[src/rtl/rv_fetch_unit.sv]
// rv_fetch_unit -- RV32I instruction fetch stage.
//
// Holds the PC, issues word fetches to instruction memory and buffers the
// returned words in an in-order prefetch FIFO. Decode reads {inst, pc} from
// the head of that FIFO. Redirects flush the FIFO. Responses to requests that
// were already in flight at a redirect are counted and thrown away.
//
// Optional feature (compile-time macro FETCH_MISALIGN_CHK_EN):
//   When the macro is defined, a redirect whose target has a non-zero low
//   2-bit field sets the sticky fetch_misaligned flag. Fetch then halts until
//   reset. When the macro is undefined, the low target bits are masked off
//   and fetch continues.
//
// Ports:
//   clk, rst          core clock, asynchronous active-high reset
//   imem_req_*        fetch request channel (valid/ready, word address)
//   imem_rsp_*        in-order response channel (never back-pressured)
//   redirect_*        single-cycle control-flow redirect
//   if_*              {inst, pc} to decode with a valid/ready handshake
//   fetch_misaligned  sticky misaligned-redirect flag (optional feature only)

module rv_fetch_unit #(
    parameter int                    ADDR_WIDTH = 32,
    parameter int                    DATA_WIDTH = 32,
    parameter logic [ADDR_WIDTH-1:0] RESET_PC   = '0,
    parameter int                    FIFO_DEPTH = 4
) (
    input  logic                  clk,
    input  logic                  rst,
    output logic                  imem_req_valid,
    input  logic                  imem_req_ready,
    output logic [ADDR_WIDTH-1:0] imem_req_addr,
    input  logic                  imem_rsp_valid,
    input  logic [DATA_WIDTH-1:0] imem_rsp_data,
    input  logic                  redirect_valid,
    input  logic [ADDR_WIDTH-1:0] redirect_pc,
    output logic                  if_valid,
    input  logic                  if_ready,
    output logic [DATA_WIDTH-1:0] if_inst,
    output logic [ADDR_WIDTH-1:0] if_pc
`ifdef FETCH_MISALIGN_CHK_EN
    ,
    output logic                  fetch_misaligned
`endif
);

    localparam int PTR_W = $clog2(FIFO_DEPTH);
    localparam int CNT_W = PTR_W + 1;
    localparam logic [CNT_W:0] DEPTH_SUM = (CNT_W+1)'(FIFO_DEPTH);

    typedef enum logic [1:0] {ST_BOOT, ST_RUN, ST_HALT} state_t;

    state_t                  state_reg, state_next;
    logic [ADDR_WIDTH-1:0]   fetch_pc_reg, fetch_pc_next;
    logic [CNT_W-1:0]        out_cnt_reg, out_cnt_next;
    logic [CNT_W-1:0]        drop_cnt_reg, drop_cnt_next;
    logic [CNT_W-1:0]        occ_reg, occ_next;
    logic [PTR_W-1:0]        wr_ptr_reg, wr_ptr_next;
    logic [PTR_W-1:0]        rd_ptr_reg, rd_ptr_next;
    logic [PTR_W-1:0]        trk_wr_ptr_reg, trk_rd_ptr_reg;

    // Prefetch FIFO storage and the tracker that remembers request addresses
    // in issue order, so each response can be tagged with its PC.
    logic [DATA_WIDTH-1:0]   fifo_inst_mem [FIFO_DEPTH];
    logic [ADDR_WIDTH-1:0]   fifo_pc_mem   [FIFO_DEPTH];
    logic [ADDR_WIDTH-1:0]   trk_mem       [FIFO_DEPTH];

    logic                    run;
    logic                    req_fire;
    logic                    redirect_take;
    logic                    flush;
    logic                    fifo_wr;
    logic                    fifo_rd;
    logic                    rsp_drop;
    logic [ADDR_WIDTH-1:0]   redirect_pc_aligned;
    logic                    misalign_hit;

    assign run                 = (state_reg == ST_RUN);
    assign redirect_pc_aligned = redirect_pc & ~ADDR_WIDTH'(3);

    // Request valid comes from registered state only. A redirect never
    // gates it combinationally. A request accepted in a redirect cycle is
    // simply counted as wrong-path in drop_cnt.
    assign imem_req_valid = run &&
                            (({1'b0, occ_reg} + {1'b0, out_cnt_reg}) < DEPTH_SUM);
    assign imem_req_addr  = fetch_pc_reg;
    assign req_fire       = imem_req_valid && imem_req_ready;

    // Once halted, redirects are ignored. Only reset leaves HALT.
    assign redirect_take  = redirect_valid && (state_reg != ST_HALT);
    assign flush          = redirect_take || (state_reg == ST_HALT);
    assign rsp_drop       = (drop_cnt_reg != '0);
    assign fifo_wr        = imem_rsp_valid && !rsp_drop && !redirect_take && run;

    assign if_valid       = (occ_reg != '0);
    assign fifo_rd        = if_valid && if_ready;
    // Head contents are masked while empty, so the outputs read 0 after reset.
    assign if_inst        = if_valid ? fifo_inst_mem[rd_ptr_reg] : '0;
    assign if_pc          = if_valid ? fifo_pc_mem[rd_ptr_reg]   : '0;

`ifdef FETCH_MISALIGN_CHK_EN
    logic misaligned_reg;
    assign misalign_hit     = redirect_take && (redirect_pc[1:0] != 2'b00);
    assign fetch_misaligned = misaligned_reg;
`else
    assign misalign_hit     = 1'b0;
`endif

    always_comb begin
        state_next    = state_reg;
        fetch_pc_next = fetch_pc_reg;
        out_cnt_next  = out_cnt_reg + CNT_W'(req_fire) - CNT_W'(imem_rsp_valid);
        drop_cnt_next = drop_cnt_reg;
        occ_next      = occ_reg + CNT_W'(fifo_wr) - CNT_W'(fifo_rd);
        wr_ptr_next   = wr_ptr_reg + PTR_W'(fifo_wr);
        rd_ptr_next   = rd_ptr_reg + PTR_W'(fifo_rd);

        case (state_reg)
            ST_BOOT: state_next = ST_RUN;
            ST_RUN:  state_next = ST_RUN;
            default: state_next = ST_HALT;
        endcase
        if (misalign_hit) begin
            state_next = ST_HALT;
        end

        if (req_fire) begin
            fetch_pc_next = fetch_pc_reg + ADDR_WIDTH'(4);
        end

        // Every response still in flight after this cycle belongs to the
        // wrong path. That includes a request accepted this same cycle and
        // excludes a response consumed this same cycle.
        if (redirect_take) begin
            fetch_pc_next = redirect_pc_aligned;
            drop_cnt_next = out_cnt_next;
        end else if (imem_rsp_valid && rsp_drop) begin
            drop_cnt_next = drop_cnt_reg - CNT_W'(1);
        end

        if (flush) begin
            occ_next    = '0;
            wr_ptr_next = '0;
            rd_ptr_next = '0;
        end
    end

    always_ff @(posedge clk or posedge rst) begin
        if (rst) begin
            state_reg      <= ST_BOOT;
            fetch_pc_reg   <= RESET_PC;
            out_cnt_reg    <= '0;
            drop_cnt_reg   <= '0;
            occ_reg        <= '0;
            wr_ptr_reg     <= '0;
            rd_ptr_reg     <= '0;
            trk_wr_ptr_reg <= '0;
            trk_rd_ptr_reg <= '0;
`ifdef FETCH_MISALIGN_CHK_EN
            misaligned_reg <= 1'b0;
`endif
        end else begin
            state_reg      <= state_next;
            fetch_pc_reg   <= fetch_pc_next;
            out_cnt_reg    <= out_cnt_next;
            drop_cnt_reg   <= drop_cnt_next;
            occ_reg        <= occ_next;
            wr_ptr_reg     <= wr_ptr_next;
            rd_ptr_reg     <= rd_ptr_next;
            // The tracker is never flushed. Each dropped response still
            // retires its address slot.
            trk_wr_ptr_reg <= trk_wr_ptr_reg + PTR_W'(req_fire);
            trk_rd_ptr_reg <= trk_rd_ptr_reg + PTR_W'(imem_rsp_valid);
`ifdef FETCH_MISALIGN_CHK_EN
            if (misalign_hit) begin
                misaligned_reg <= 1'b1;
            end
`endif
        end
    end

    // Storage arrays need no reset. Occupancy and pointers decide what is live.
    always_ff @(posedge clk) begin
        if (req_fire) begin
            trk_mem[trk_wr_ptr_reg] <= fetch_pc_reg;
        end
        if (fifo_wr) begin
            fifo_inst_mem[wr_ptr_reg] <= imem_rsp_data;
            fifo_pc_mem[wr_ptr_reg]   <= trk_mem[trk_rd_ptr_reg];
        end
    end

endmodule
[config.mk]
export PLATFORM = sky130hd
export DESIGN_NAME = rv_fetch_unit
export DESIGN_NICKNAME = d
export VERILOG_FILES = /design/src/rtl/rv_fetch_unit.sv
export SDC_FILE = /design/constraint.sdc
export NUM_CORES = 1
export LEC_CHECK = 0
export BUFFER_PORTS_ARGS = -buffer_cell sky130_fd_sc_hd__buf_2
export CORE_ASPECT_RATIO = 1.75
export CORE_UTILIZATION = 50
export DETAILED_ROUTE_END_ITERATION = 6
export PLACE_DENSITY_LB_ADDON = 0.1
export SYNTH_ARGS = -nofsm -noshare
export SYNTH_HDL_FRONTEND = slang
export SYNTH_SLANG_ARGS = --single-unit
[constraint.sdc]
create_clock -name clk -period 6.05 [get_ports clk]
set_input_delay 0.3025 -clock clk [delete_from_list [all_inputs] [get_ports clk]]
set_output_delay 0.3025 -clock clk [all_outputs]
set_load 0.01 [all_outputs]
==> summary.md, run 1 <==
| Metric | Value |
|---|---|
| Nature of the critical path startpoint | flop |
| CP Launch Point | rd_ptr_reg[0]$_DFF_PP0_ |
| R2R Path Start | out_cnt_reg[2]$_DFF_PP0_ |
| R2R depth | 10 |
| Synth Area in XOR/XNOR | 0.00732 |
| Vias in the first global route | 9365 |
| Htree depth | 2 |
| Yosys top cell area share | 0.660 |
| Die Y | between 200 and 250 microns |
| Hold_sp | redirect_pc[17] |
| GRT Max-Usage Layer | met2 |
| Synthesis-to-finish area growth | 16.9% |
| Worst slack at placement | 2840 ps |
| Clock Tree Buf Depth | 3 |
| # clock sinks | between 400 and 500 |
| Largest family of logic cells by synthesized area | multiplexers |
| All-layer global routing usage | 0.201 |
| Setup Buffers After CTS | 0 |
| PortBufs | 161 |
| Internal Pwr Total | between 5 and 6 mW |
| Worst Hold Class | input pin to flop |
| Met2 Track Usage GR | 0.361 |
| Sw Share | 0.285 |
| Syn Area/Cell | 18.6 sq um |
| Die X | 140 microns |
| Multiplexer share of the synthesized area | 0.124 |
| Reg2Reg Setup Slack | 2810 ps |
| Post-synth EDFFs | 368 |
| Final Wtd Congestion | 0.871 |
| Mapped Cells | 898 |
| Post-synth top area cell | edfxtp_1 |
| Post-Layout Inst Area | 19600 sq um |
| Max stage delay cell, worst path | dfrtp_4 |
| Fin crit share | 0.539 |
| Clk_skew | 27.4 ps |
| DP Area | 18000 sq um |
| Fin Hold WS | around 26 ps |
| Worst-Skew Late Latency | between 500 and 600 ps |
| Routed via count | 8971 |
| DRC errors left | 0 |
| Core region area | between 30000 and 40000 sq um |
| CP delay by family, top | flip-flops |
| Final WL | around 33000 microns |
| Drt initial violations | 387 |
| #FFs+latches synth | 417 |
| HPWL after DPL | 19800 microns |
| Antenna Diode Count | 0 |
| Post-DR wirelength/cell | around 22 microns |
| First-pass GRT wire length | 52100 microns |
| Slew @ Worst Pin | ~1000 ps |
| Slack of the critical path | 2790 ps |
| Clock-pin slew on the worst setup and hold paths | 70 ps |
| Fin nets | 1194 |
| WP data required | 5750 ps |
| Clock power share | 0.281 |
| Netlist cell types | 51 |
| Status | complete, no violations |
| TritonCTS clock tree | done |
| Peak VDD IR | approximately 320 uV |
| Power per cell area | roughly 410 nW/um^2 |
| Final setup TNS | 0 ps |
| Total power | 8.04 mW |
| Ys Warns | 0 |
| Crit-path cells | buf_4, mux4_2, nor2b_1, buf_2 |
| Hold EP | imem_req_addr[17]$_DFFE_PP0N_ |
| Grt total ovfl | 0 |
| Via density | 5.82 |
| Top flop regs | fifo_inst_mem: 128 flops, fifo_pc_mem: 120 flops, trk_mem: 120 flops |
| Comb pwr share | 0.239 |
| Synth async-reset ratio | 0.118 |
| Antenna viol nets, final | 0 |
| R2R Path End | drop_cnt_reg[2]$_DFFE_PP0P_ |
| Register area share after synthesis | 0.733 |
| Synthesized cell area | 16700 sq um |
| Clock root buffer | clkbuf_16 |
| Max Fclk | 306 MHz |
| Final setup viols | 0 |
| Max_cap viols | 0 |
| # rows | slightly below 90 |
| Worst relative slew slack | 0.347 |
| Pre-antenna DRT Iters | 7 |
| Ys flop type | edfxtp_1 |
| Buf/Inv on CP | 2 |
| Period minus WS final | 3260 ps |
| Largest stage delay, worst path | 1010 ps |
| Max reg flops | roughly 130 |
| Compound-Gate Fraction of Synth Area | 0.0268 |
| Adder-cell share of the synthesized area | 0.0121 |
| RSZ-0062 raised after global routing | no |
| Initial cell density of the core | 0.508 |
| Initial antenna violation count | 0 |
| GR Util met1 | 0.243 |
| Share of synthesized cell area in and, or, nand and nor gates | 0.0791 |
| CTS buffer count | 38 |
| Largest net degree at the start of global routing | between 60 and 70 |
| Hold path cells | 3 |
| Switching pwr | 2.29 mW |
| Static Leak | 6.72 nW |
| Io pins | 168 |
| Leading post-synthesis cells by cell area | edfxtp_1, mux4_2, dfrtp_1 |
| Layout cells sized above 1 | 0.295 |
| Crit-path max FO | 45 |
| Die Area | 34200 sq um |
| Reg power frac | 0.480 |
| Worst path arrival time | 2960 ps |
| Most flop-heavy register | fifo_inst_mem |
| Setup crit end kind | output pin |
| Final Hold Viols | 0 |
| Max Slew Vio Count | 0 |
| CP Class | flop to output pin |
| Routing usage on met3 | 0.0282 |
## worst min-delay path: stages
cell and delay [ps]:
buf_2 90, nor2_1 90, a31oi_1 40
## cell usage after synthesis (2+ instances only)
| library cell | count |
|---|---|
| clkbuf_1 | 28 |
| o311a_1 | 2 |
| edfxtp_1 | 368 |
| o21ai_0 | 17 |
| a211o_1 | 2 |
| nand2_1 | 24 |
| a21oi_1 | 2 |
| nand3_1 | 27 |
| fa_1 | 2 |
| nor4_1 | 5 |
| a21boi_0 | 3 |
| mux4_2 | 92 |
| or3_1 | 9 |
| o31ai_1 | 6 |
| ha_1 | 13 |
| and3_1 | 14 |
| a2111oi_0 | 3 |
| buf_2 | 6 |
| xnor2_1 | 9 |
| inv_1 | 19 |
| or4_1 | 17 |
| nand2b_1 | 3 |
| buf_4 | 4 |
| a31oi_1 | 17 |
| buf_1 | 8 |
| nor3b_1 | 2 |
| nor2b_1 | 65 |
| dfrtp_1 | 49 |
| nor3_1 | 3 |
| and4_1 | 7 |
| nor2_1 | 23 |
| o211ai_1 | 10 |
| xor2_1 | 5 |
| nand4_1 | 17 |
## metrics by stage
step | utilization | std cells
2_1_floorplan | - | 901
3_3_place_gp | 0.547 | 1433
3_5_place_dp | 0.547 | 1433
4_1_cts | 0.595 | 1542
5_1_grt | 0.595 | 1542
6_report | 0.595 | 1542
## cells by family (layout without fill, tap and decap cells)
group	after synthesis	count (layout)
flip-flops	417	417
adder cells (fa/ha/maj)	15	15
multiplexers	93	93
other	1	4
buffers and inverters	66	302
XOR/XNOR	14	14
AND/OR/NAND/NOR	225	225
AO/OA/AOI/OAI	67	67
## power by group through the flow
stage / clock network, mW / logic, mW / registers, mW
detailed placement: 0 / 1.95 / 3.93
global route: 2.41 / 2.12 / 3.91
finish: 2.26 / 1.92 / 3.86
CTS: 2.33 / 1.98 / 3.87
floorplan: 0 / 1.41 / 3.76
global placement: 0 / 1.92 / 3.92
## cell type report
cell class,count,area [sq um]
clock buffers,48,988
multi-input cells,418,4240
well taps,405,507
repair buffers,215,1310
flip-flops and latches,417,12300
clock inverters,20,168
fillers,2467,13300
inverters,19,71.3
## cells in the final DEF (no fill, tap or decap), drive strengths merged, types with 14 or more instances in the layout
cell type,instances
a31oi,17
and3,14
buf,174
clkbuf,48
clkinv,15
dfrtp,49
dlygate4sd3,41
edfxtp,368
inv,22
mux4,92
nand2,24
nand3,27
nand4,17
nor2,23
nor2b,65
o21ai,17
or4,18
## metal layers
metal	wire, microns	vias to the layer above
met5	0	-
met4	1120	0
met3	1490	58
met2	17500	270
met1	13300	4607
li1	-	4036
## repair_timing
item,CTS,global route
resized for setup,0,0
hold buffers,41,0
hold endpoints to repair,185,0
setup endpoints to repair,0,0
## worst max path at each step
stage | slack, ps | endpoint | depth (start not counted)
CTS | 2610 | if_pc[30] | 4
detailed placement | 2840 | drop_cnt_reg[2]$_DFFE_PP0P_ | 10
global placement | 2810 | trk_mem[3][25]$_DFFE_PP_ | 5
floorplan | 90 | fifo_inst_mem[0][0]$_DFFE_PP_ | 5
global route | 2470 | drop_cnt_reg[2]$_DFFE_PP0P_ | 10
finish | 2790 | if_pc[30] | 4
Power figures use the tool's default switching activity.
==> inputs of run 2 (changes only) <==
ABC_AREA = 1   (was unset)
clock period = 2.6 ns   (was 6.05 ns; I/O delays follow)
==> run 2 against run 1 <==
- global-route usage grew 3.0 points
- worst hold slack gained 30 ps
- combinational power grew to 3.6 times the previous value
- power grew to 2.7 times the previous value
- critical endpoint is now if_pc[11]
- largest power group unchanged
==> summary.md, run 2 <==
| Metric | Value |
|---|---|
| CP Class | flop to output pin |
| Most flop-heavy register | fifo_inst_mem |
| Internal Pwr Total | about 14 mW |
| Drt initial violations | 599 |
| Period minus WS final | ~2500 ps |
| CTS buffer count | 38 |
| Largest net degree at the start of global routing | between 100 and 150 |
| Register area share after synthesis | 0.705 |
| Grt total ovfl | 0 |
| Max reg flops | 128 |
| Fin Hold WS | 55.8 ps |
| #FFs+latches synth | 417 |
| Reg2Reg Setup Slack | approximately 250 ps |
| Syn Area/Cell | 11.3 sq um |
| HPWL after DPL | 24000 microns |
| Ys flop type | edfxtp_1 |
| Antenna Diode Count | 0 |
| Crit-path cells | buf_12, nor2_1, nor2_1, o21ai_0, a21oi_1, buf_2 |
| Most common library cells after synthesis | nor2_1, edfxtp_1, o21ai_0, nand2_1, a21oi_1 |
| # rows | 90 |
| Static Leak | about 7.8 nW |
| Max Slew Vio Count | 0 |
| WP data required | 2470 ps |
| Leading post-synthesis cells by cell area | edfxtp_1, nor2_1, dfrtp_1 |
| Max stage delay cell, worst path | dfrtp_4 |
| Setup crit end kind | output pin |
| Io pins | 168 |
| Initial cell density of the core | 0.507 |
| Clk_skew | between 20 and 30 ps |
| PortBufs | around 160 |
| Nature of the critical path startpoint | flop |
| Sw Share | 0.353 |
| Largest stage delay, worst path | 440 ps |
| Netlist cell types | 40 |
| Power per cell area | 1040 nW/um^2 |
| Die Area | ~36000 sq um |
| Comb pwr share | 0.312 |
| Die X | 143 microns |
| Fin nets | 1847 |
| Post-synth top area cell | edfxtp_1 |
| Layout cells sized above 1 | 0.170 |
| Synthesis-to-finish area growth | 20.1% |
| Crit path top cell by count | nor2_1 |
| All-layer global routing usage | 0.231 |
| R2R Path End | drop_cnt_reg[2]$_DFFE_PP0P_ |
| Synthesized cell area | 17400 sq um |
| Clock Tree Buf Depth | 3 |
| Initial antenna violation count | 0 |
| Cell with the most instances after synthesis | nor2_1 |
| Crit-path max FO | 125 |
| Most common cell after layout, fill and taps aside | nor2_1 |
| RSZ-0062 raised after global routing | no |
| Top flop regs | fifo_inst_mem: 128 flops, fifo_pc_mem: 120 flops, trk_mem: 120 flops |
| Clock root buffer | clkbuf_16 |
| Status | complete, no violations |
| Max_cap viols | 0 |
| Final setup viols | 0 |
| Layout Cells excl Fill | 2250 |
| Most frequent cells in the layout | nor2_1, edfxtp_1, o21ai_0 |
| Peak VDD IR | 602 uV |
| Vias in the first global route | between 10000 and 15000 |
| Clock-pin slew on the worst setup and hold paths | approximately 60 ps |
| R2R depth | 12 |
| Htree depth | 2 |
| Antenna viol nets, final | 0 |
| Slew @ Worst Pin | 642 ps |
| Worst-Skew Late Latency | 540 ps |
| Clock power share | 0.252 |
| Pre-antenna DRT Iters | 5 |
| Synth async-reset ratio | 0.118 |
| Final Wtd Congestion | 0.873 |
| Dpl cells | 2119 |
| FILL cells | 2748 |
| Post-synth EDFFs | 368 |
| Fin crit share | 0.958 |
| Via density | 5.24 |
| Post-DR wirelength/cell | between 15 and 20 microns |
| First-pass GRT wire length | 62400 microns |
| Core region area | 34300 sq um |
| Switching pwr | around 7.7 mW |
| Final Hold Viols | 0 |
| Max Fclk | ~400 MHz |
| Worst Hold Class | input pin to asynchronous set/reset pin |
| Final WL | ~40000 microns |
| Die Y | between 200 and 250 microns |
| Yosys top cell area share | 0.634 |
| Worst path arrival time | about 2400 ps |
| TritonCTS clock tree | done |
| R2R Path Start | out_cnt_reg[1]$_DFF_PP0_ |
| Reg power frac | 0.436 |
| Total power | 21.8 mW |
| DRC errors left | 0 |
| Final setup TNS | 0 ps |
| Worst relative slew slack | 0.572 |
| Routed via count | 11800 |
| Ys Warns | 0 |
| # clock sinks | 417 |
| Mapped Cells | 1538 |
run 2: per-stage QoR:
step / setup slack (ps) / util / cell area (sq um)
floorplan: -325 / - / 17500
global placement: 219 / 0.555 / 19100
detailed placement: 205 / 0.555 / 19100
CTS: 21.0 / 0.609 / 20900
global route: 12.2 / 0.609 / 20900
finish: 110 / 0.609 / 20900
run 2: critical path: cells and delay by family (launching register included):
kind                   cells  cell delay (ps)
DFF                        1              440
and+or+nand+nor            2              230
AOI/OAI and AO/OA          2              400
buffers and inverters      2              610
run 2: kinds of logic (layout without fill, tap and decap cells):
| family | count (synthesis) | after routing | synth area share |
|---|---|---|---|
| AND/OR/NAND/NOR | 645 | 645 | 0.152 |
| buffers and inverters | 145 | 394 | 0.0363 |
| XOR/XNOR | 8 | 8 | 0.00402 |
| AO/OA/AOI/OAI | 307 | 307 | 0.0913 |
| other | 1 | 4 | 0.000215 |
| flip-flops | 417 | 417 | 0.705 |
| adder cells (fa/ha/maj) | 15 | 15 | 0.0116 |
run 2: worst max-delay path by stage:
stage                                     start                            end  slack, ps  cells past startpoint
floorplan           drop_cnt_reg[0]$_DFFE_PP0P_  fifo_inst_mem[0][0]$_DFFE_PP_       -320                      7
global placement       out_cnt_reg[2]$_DFF_PP0_    drop_cnt_reg[1]$_DFFE_PP0P_        220                     11
detailed placement     out_cnt_reg[2]$_DFF_PP0_    drop_cnt_reg[1]$_DFFE_PP0P_        210                     11
CTS                        occ_reg[1]$_DFF_PP0_                      if_pc[20]         20                      6
global route            rd_ptr_reg[0]$_DFF_PP0_                      if_pc[17]         10                      6
finish                  rd_ptr_reg[0]$_DFF_PP0_                      if_pc[11]        110                      6
run 2: layout make-up:
| type | instances | area, sq um | area share |
|---|---|---|---|
| sequential | 417 | 12300 | 0.587 |
| inverter | 63 | 243 | 0.0116 |
| clock inverter | 22 | 210 | 0.0100 |
| clock buffer | 46 | 1000 | 0.0479 |
| tap | 460 | 576 | 0.0275 |
| multi-input combinational | 979 | 4630 | 0.221 |
| timing repair buffer | 263 | 1980 | 0.0948 |
run 2: power groups by stage:
stage	clock network (mW)	registers [mW]	logic, mW
finish	5.50	9.53	6.82
global route	5.87	9.65	7.68
CTS	5.62	9.53	6.93
detailed placement	0	9.67	6.84
global placement	0	9.64	6.67
floorplan	0	9.49	4.28
run 2: routing by layer:
metal,wire [microns],vias to the layer above,share of wire,track usage
li1,-,5755,-,-
met5,0,-,0,0
met3,1670,77,0.042,0.0296
met4,1580,0,0.040,0.101
met1,15200,5660,0.38,0.258
met2,21300,304,0.54,0.430
run 2: repair_timing:
| action | CTS | global route |
|---|---|---|
| endpoints found under the setup margin | 0 | 8 |
| hold buffers | 63 | 0 |
| setup buffers | 0 | 0 |
| endpoints found under the hold margin | 169 | 0 |
| resized for setup | 0 | 3 |
==> inputs of run 3 (changes only) <==
REMOVE_ABC_BUFFERS = 1   (was unset)
TNS_END_PERCENT = 100   (was unset)
==> run 3 against run 2 <==
- clock skew shrank 15 ps
- flip-flop and latch count is the same
- largest cell class unchanged
- sequential share of layout area grew 0.51 points
- worst hold slack lost 17 ps
- utilization shrank 0.52 points
- the run now ends with design-rule violations left
- largest power group unchanged
- register-to-register slack lost 30 ps
==> summary.md, run 3 (same netlist as run 2, synthesis figures left out) <==
| Metric | Value |
|---|---|
| Most common cell after layout, fill and taps aside | nor2_1 |
| Static Leak | 7.75 nW |
| CP Class | flop to output pin |
| TritonCTS clock tree | done |
| Largest net degree at the start of global routing | 75 |
| Worst Hold Class | input pin to flop |
| Largest stage delay, worst path | 610 ps |
| First-pass GRT wire length | 59500 microns |
| Final Wtd Congestion | 0.819 |
| Final WL | 38400 microns |
| Final Hold Viols | 0 |
| DRC errors left | 1 |
| R2R Path Start | out_cnt_reg[1]$_DFF_PP0_ |
| Routed via count | roughly 12000 |
| Most frequent cells in the layout | nor2_1, edfxtp_1, o21ai_0 |
| Clock Tree Buf Depth | 3 |
| WP data required | 2470 ps |
| Die X | 143 microns |
| Worst relative slew slack | 0.530 |
| Fin Hold WS | 39.2 ps |
| # clock sinks | 417 |
| Antenna viol nets, final | 0 |
| Crit-path cells | inv_2, buf_12, o21ai_0, a21oi_1, buf_2 |
| Most flop-heavy register | fifo_inst_mem |
| Initial antenna violation count | 0 |
| Top flop regs | fifo_inst_mem: 128 flops, fifo_pc_mem: 120 flops, trk_mem: 120 flops |
| Die Y | 249 microns |
| Failing checks | design-rule violations |
| Core region area | roughly 34000 sq um |
| CP Launch Point | rd_ptr_reg[0]$_DFF_PP0_ |
| Max reg flops | roughly 130 |
| All-layer global routing usage | 0.218 |
| Status | finished, violations left |
| Slew @ Worst Pin | 704 ps |
| Clock root buffer | clkbuf_16 |
| Clk_skew | 13.6 ps |
| Routing usage on met3 | 0.0269 |
| Initial cell density of the core | 0.507 |
| GRT Max-Usage Layer | met2 |
| Hold_sp | redirect_pc[12] |
| HPWL after DPL | around 22000 microns |
| Vias in the first global route | 11200 |
| Peak VDD IR | around 670 uV |
| Grt total ovfl | 0 |
| Htree depth | 2 |
| Worst slack at placement | 220 ps |
| RSZ-0062 raised after global routing | no |
| Slack of the critical path | 155 ps |
| Die Area | around 36000 sq um |
| Max Slew Vio Count | 0 |
| Fin nets | between 1500 and 2000 |
| Met2 Track Usage GR | 0.409 |
| Final setup viols | 0 |
| Nature of the critical path startpoint | flop |
| Worst path arrival time | 2310 ps |
| Drt initial violations | 721 |
| PortBufs | 161 |
| Setup crit end kind | output pin |
| Layout cells sized above 1 | 0.166 |
| GR Util met1 | 0.249 |
| Power per cell area | 1050 nW/um^2 |
| CTS buffer count | 38 |
| Max Fclk | 409 MHz |
| Period minus WS final | 2440 ps |
| Via density | 5.21 |
| Io pins | 168 |
| Worst-Skew Late Latency | 530 ps |
| Fin crit share | 0.940 |
| Max stage delay cell, worst path | dfrtp_4 |
| Antenna Diode Count | 0 |
| # rows | 90 |
| Synthesis-to-finish area growth | 19.1% |
| Post-DR wirelength/cell | 17.1 microns |
| Crit-path max FO | 74 |
| Clock-pin slew on the worst setup and hold paths | 70 ps |
| Pre-antenna DRT Iters | 7 |
| Max_cap viols | 0 |
[run 3: cell types whose count changed in the layout (fill, tap and decap cells not counted), sizes merged]
cell / change
clkbuf: +9
inv: +1
clkinvlp: +3
buf: -6
clkinv: -11
bufinv: -3
[run 3: metrics by stage]
step | instance area (sq um) | instances | TNS (ps) | power (mW) | util
after floorplan | 17000 | 1459 | -994540 | 13.6 | -
after global placement | 18900 | 2112 | 0 | 16.3 | 0.550
after detailed placement | 18900 | 2112 | 0 | 16.5 | 0.550
after CTS | 20700 | 2242 | 0 | 22.0 | 0.604
after global routing | 20700 | 2243 | 0 | 23.1 | 0.604
final | 20700 | 2243 | 0 | 21.8 | 0.604
[run 3: layout make-up]
cell class	instances	area, sq um
Fill cell	2790	13600
Inverter	63	239
Sequential cell	417	12300
Clock inverter	12	103
Timing Repair Buffer	257	1860
Clock buffer	55	1110
Tap cell	460	576
Multi-Input combinational cell	979	4570
[run 3: path summary, 6_finish.rpt]
path                                                 endpoint  slack, ps  cells past startpoint
worst min-delay path            imem_req_addr[12]$_DFFE_PP0N_         40                      5
min in group asynchronous       imem_req_addr[16]$_DFFE_PP0N_        260                      3
max in group asynchronous       imem_req_addr[23]$_DFFE_PP0N_       1670                      4
worst min register to register         state_reg[1]$_DFF_PP0_        450                      0
worst max register to register    drop_cnt_reg[1]$_DFFE_PP0P_        220                     11
worst max-delay path                                if_pc[18]        160                      5
[run 3: where the power goes]
group / total, mW / internal [mW] / leakage (nW) / switching, mW
registers: 9.56 / 8.75 / 3.90 / 0.807
clock network: 5.43 / 3.09 / 0.577 / 2.34
logic: 6.80 / 2.28 / 3.27 / 4.52
total: 21.8 / 14.1 / 7.75 / 7.67
[run 3: per-layer routing]
layer | vias up | share of wire
met2 | 264 | 0.54
met3 | 64 | 0.037
met4 | 0 | 0.028
met1 | 5618 | 0.40
met5 | - | 0
li1 | 5742 | -
[run 3: worst max-delay path: cells and delay by family (launching register included)]
family / cells / cell delay, ps
AO/OA/AOI/OAI: 2 / 500
buffers and inverters: 3 / 620
flip-flops: 1 / 610
[run 3: timing repair]
item                                    CTS  global route
endpoints found under the setup margin    0            10
buffers inserted                          0             1
endpoints found under the hold margin   188             0
resized for setup                         0             0
hold buffers                             63             0
